File: src/rtl/program_loader_ram.sv
// program_loader_ram: byte-streamed program loader in front of a word RAM.
// Incoming bytes are packed MSB first into 32-bit words and written to
// ascending addresses; the CPU read port is gated off while a load runs.
module program_loader_ram #(
    parameter int ADDR_WIDTH = 5,
    parameter int DATA_WIDTH = 32
) (
    input  logic                  clk,
    input  logic                  reset,
    input  logic                  load_start,
    input  logic [7:0]            byte_in,
    input  logic                  byte_valid,
    output logic                  byte_ready,
    output logic                  load_busy,
    output logic                  load_done,
    input  logic [ADDR_WIDTH-1:0] address,
    input  logic                  chip_select,
    output logic [DATA_WIDTH-1:0] data_out
);

    localparam int DEPTH = 1 << ADDR_WIDTH;

    localparam logic [1:0] ST_IDLE = 2'd0;
    localparam logic [1:0] ST_LOAD = 2'd1;
    localparam logic [1:0] ST_DONE = 2'd2;

    logic [1:0]            state_q, state_d;
    logic [1:0]            byte_count_q, byte_count_d;
    logic [ADDR_WIDTH-1:0] word_addr_q, word_addr_d;
    // First three bytes of the word being assembled, oldest in [23:16].
    logic [23:0]           partial_q, partial_d;

    logic                  wr_en;
    logic [DATA_WIDTH-1:0] wr_data;

    logic [DATA_WIDTH-1:0] mem [DEPTH];

    // Next-state logic: FSM, byte packing and word write request.
    always_comb begin
        state_d      = state_q;
        byte_count_d = byte_count_q;
        word_addr_d  = word_addr_q;
        partial_d    = partial_q;
        wr_en        = 1'b0;
        wr_data      = {partial_q, byte_in};
        case (state_q)
            ST_IDLE, ST_DONE: begin
                if (load_start) begin
                    state_d      = ST_LOAD;
                    byte_count_d = '0;
                    word_addr_d  = '0;
                    partial_d    = '0;
                end
            end
            ST_LOAD: begin
                // load_start is deliberately ignored here: no restart mid-load.
                if (byte_valid) begin
                    if (byte_count_q == 2'd3) begin
                        wr_en        = 1'b1;
                        byte_count_d = '0;
                        // Natural wrap to 0 after the last word.
                        word_addr_d  = word_addr_q + 1'b1;
                        if (word_addr_q == {ADDR_WIDTH{1'b1}}) begin
                            state_d = ST_DONE;
                        end
                    end else begin
                        byte_count_d = byte_count_q + 1'b1;
                        partial_d    = {partial_q[15:0], byte_in};
                    end
                end
            end
            default: begin
                state_d = ST_IDLE;
            end
        endcase
    end

    // Control state registers; reset wins over every other event.
    always_ff @(posedge clk) begin
        if (reset) begin
            state_q      <= ST_IDLE;
            byte_count_q <= '0;
            word_addr_q  <= '0;
            partial_q    <= '0;
        end else begin
            state_q      <= state_d;
            byte_count_q <= state_q == ST_LOAD ? byte_count_d : byte_count_d;
            word_addr_q  <= word_addr_d;
            partial_q    <= partial_d;
        end
    end

    // Memory array: never cleared by reset, but a reset edge blocks the write.
    always_ff @(posedge clk) begin
        if (wr_en && !reset) begin
            mem[word_addr_q] <= wr_data;
        end
    end

    assign byte_ready = (state_q == ST_LOAD);
    assign load_busy  = (state_q == ST_LOAD);
    assign load_done  = (state_q == ST_DONE);

    // Combinational read port, forced to zero while loading or deselected.
    always_comb begin
        data_out = '0;
        if (chip_select && state_q != ST_LOAD) begin
            data_out = mem[address];
        end
    end

endmodule
File: config.mk
export PLATFORM = sky130hd
export DESIGN_NAME = program_loader_ram
export DESIGN_NICKNAME = d
export VERILOG_FILES = /design/src/rtl/program_loader_ram.sv
export SDC_FILE = /design/constraint.sdc
export NUM_CORES = 1
export LEC_CHECK = 0
export CORE_MARGIN = 2
export CORE_UTILIZATION = 60
export DETAILED_ROUTE_END_ITERATION = 16
export HOLD_SLACK_MARGIN = 0.08
export PLACE_DENSITY = 0.75
export SYNTH_ARGS = -nofsm -noshare
export SYNTH_HDL_FRONTEND = slang
export SYNTH_SLANG_ARGS = --single-unit
File: constraint.sdc
create_clock -name clk -period 6.2 [get_ports clk]
set_clock_uncertainty 0.15 [all_clocks]
set_input_delay 1.24 -clock clk [delete_from_list [all_inputs] [get_ports clk]]
set_output_delay 1.24 -clock clk [all_outputs]
set_load 0.005 [all_outputs]
==> results by group <==
Die
  • Die height: 264 um
  • Die area: 70,000 um2
  • Ports: 53
  • Die width: 264 um
  • Starting density of the core: 60.6%
  • Core Box Area: 67,200 um2
  • FP Rows: 95

STA
  • Setup violations, final: 0
  • Final WS setup: 0.734 ns
  • RSZ-0062 raised after global routing: no
  • Final period util: 88.2%
  • Max-slew violations: 0
  • Post-layout min period: 5.47 ns
  • Max Clk Rate: 183 MHz
  • Final hold viol count: 0
  • Slew headroom: 5.26%
  • Slew @ Worst Pin: 1.42 ns
  • Setup TNS: 0 ns

Placement
  • Placer Congestion: 0.770
  • Place WS: 0.829 ns
  • HPWL Detailed: 54,900 um
  • I/O Buffers: 52

Worst setup path
  • Crit end category: primary output
  • Crit path required time: 4.81 ns
  • R2r setup slk: 2.73 ns
  • Startpoint Class: primary input
  • Critical path class: primary input to primary output
  • CP arrival: 4.08 ns
  • Highest net fanout along the worst path: 21

Pwr
  • Sequential share of power: 53.8%
  • Leak: 15.5 nW
  • Worst vdd ir: 0.247 mV
  • Internal: 11.6 mW
  • PwrDens: 314 nW/um2
  • Switching Fraction: 19.7%
  • Comb pwr share: 3.7%
  • Sw Pwr: 2.85 mW
  • Clock share of power: 42.6%

CTS
  • CTS Buffer Depth: 3
  • Clock Root Buffer: clkbuf_16
  • Htree depth: 3
  • CTS buffer count: 97
  • CTS tree: done
  • Postcts setup bufs: 0
  • Clock-pin slew on the worst setup and hold paths: 0.06 ns
  • Clk Latency, worst-skew pair: 0.64 ns
  • Cts hold-fix bufs: 0
  • Post-cts resize count: 0
  • CTS Sinks: 1,057

Logic synthesis
  • Top cell type's share of synthesized area: 75.5%
  • Largest area contributor in the netlist: edfxtp_1
  • Multiplexer area fraction after synthesis: 15.8%
  • Main combinational cell family by area after synthesis: multiplexers
  • Simple-gate area share of the yosys netlist: 1.66%
  • Synth Register Bits: 1,057
  • Synth Area per Inst: 21.8 um2
  • Post-synthesis async set-or-reset flop share: 0%
  • Syn. warnings: 0
  • Compound-gate portion of the synthesized area: 3.24%
  • Post-Synthesis Cells: 1,871
  • Count of cell types in the netlist: 44
  • Main synth FF type: edfxtp_1
  • XOR/XNOR share of the synthesized area: 0.0430%
  • Syn nets: 1,895
  • Ranking of synthesized cells by area: edfxtp_1 (76%), mux4_2 (11%), mux2i_1 (3.2%)
  • Post-synthesis adder-cell area fraction: 0.184%
  • EDFF count, synth: 1,024
  • Synth Cell Area: 40,700 um2
  • Register area share after synthesis: 77.2%

Global route
  • Number of global-route vias before repair: 21,000
  • Remaining global-route overflow: 0
  • Met3 GRT Util: 7.25%
  • Pin count of the biggest net entering global routing: 45
  • Initial antenna violation count: 0
  • First-pass GRT wire length: 145,000 um
  • M1 GR Usage: 40.6%
  • Total global-route track usage: 29.3%
  • Met2 usage: 45.9%
  • Most Used Layer, Global Route: met2

Routing
  • TritonRoute pass-1 iters: 6
  • Total number of vias: 20,600
  • Final ANT Viol Nets: 0
  • Drt wl/cell: 34.1 um
  • Iter 0 DRT Violations: 3,023
  • DRC Markers: 0
  • Via density: 6.98
  • Routed wire length: 100,000 um

Final layout
  • Diode count: 0
  • Share of layout cells above drive strength 1: 23.4%
  • Final #Nets: 2,022
  • Syn-to-layout area delta: 13.2%
  • Commonest non-fill, non-tap cells in the layout: edfxtp_1 (1,024), mux4_2 (204), mux2i_1 (129)
  • Layout fillers: 3,841
  • Commonest non-fill, non-tap cell in the layout: edfxtp_1

Job
  • Max Cap Viol: 0

Min path
  • Hold Path Class: flip-flop to flip-flop

Run status
  • Outcome: finished clean
-- stage by stage --
step	utilization, %	cell area [um2]	std cells	total power, mW	hold slack [ns]
after floorplan	-	40700	1871	8.25	0.308
after global placement	63.7	42800	2772	8.45	0.321
after detailed placement	63.7	42800	2772	8.46	0.349
after CTS	68.6	46100	2947	14.5	0.371
after global routing	68.6	46100	2947	14.8	0.391
final	68.6	46100	2947	14.5	0.361
-- power by group through the flow --
stage / combinational, mW / clock, mW / sequential [mW]
2_1_floorplan: 0.323 / 0 / 7.92
6_report: 0.533 / 6.16 / 7.78
3_3_place_gp: 0.520 / 0 / 7.93
4_1_cts: 0.531 / 6.21 / 7.78
3_5_place_dp: 0.528 / 0 / 7.93
5_1_grt: 0.556 / 6.47 / 7.78
-- layer usage --
metal	wire length [um]	up-vias
met1	36800	10800
met5	0	-
met3	11800	242
li1	-	8165
met4	3860	0
met2	48100	1364
-- worst paths after layout --
path | from | to | cells after the start
setup / recovery | chip_select | data_out[21] | 6
hold / removal | byte_count_q[1] | byte_count_q[1] | 2
hold reg to reg | byte_count_q[1] | byte_count_q[1] | 2
setup reg to reg | byte_count_q[0] | mem[3][29] | 6
-- kinds of logic after synthesis --
family	Yosys count
AO/OA/AOI/OAI	183
XOR/XNOR	2
adder cells (fa/ha/maj)	6
multiplexers	354
flip-flops	1057
AND/OR/NAND/NOR	149
buffers and inverters	120
-- final cells by class --
class	count	area, um2	area share (%)
well taps	873	1090	2.37
repair buffers	145	1500	3.26
clock inverters	44	626	1.36
flip-flops and latches	1057	31400	68.1
clock buffers	131	2670	5.79
multi-input cells	694	8780	19.1
inverters	3	12.5	0.0271
-- worst max-delay path: stages --
cell and delay [ns]:
clkdlybuf4s50_1 0.48, nand2b_2 0.47, buf_4 0.43, a221o_1 0.28
a31oi_1 0.47, clkdlybuf4s50_1 0.65
-- synthesized netlist by cell type, types with 10 or more instances --
| master | n |
|---|---|
| a221oi_1 | 24 |
| buf_6 | 12 |
| mux4_2 | 204 |
| nand2_1 | 51 |
| edfxtp_1 | 1024 |
| dfxtp_1 | 33 |
| a221o_1 | 32 |
| nand3_1 | 29 |
| buf_2 | 38 |
| nor2_1 | 44 |
| clkbuf_1 | 30 |
| buf_4 | 25 |
| o21ai_1 | 14 |
| mux4_1 | 20 |
| a21oi_1 | 30 |
| a22oi_1 | 32 |
| o21ai_0 | 10 |
| a31oi_1 | 32 |
| mux2i_1 | 129 |
-- registers in the layout (all words and copies together) (netlist names) --
signal	cells
partial_q	24
word_addr_q	5
byte_count_q	2
mem	1024
state_q	2
(Power assumes the default switching activity.)
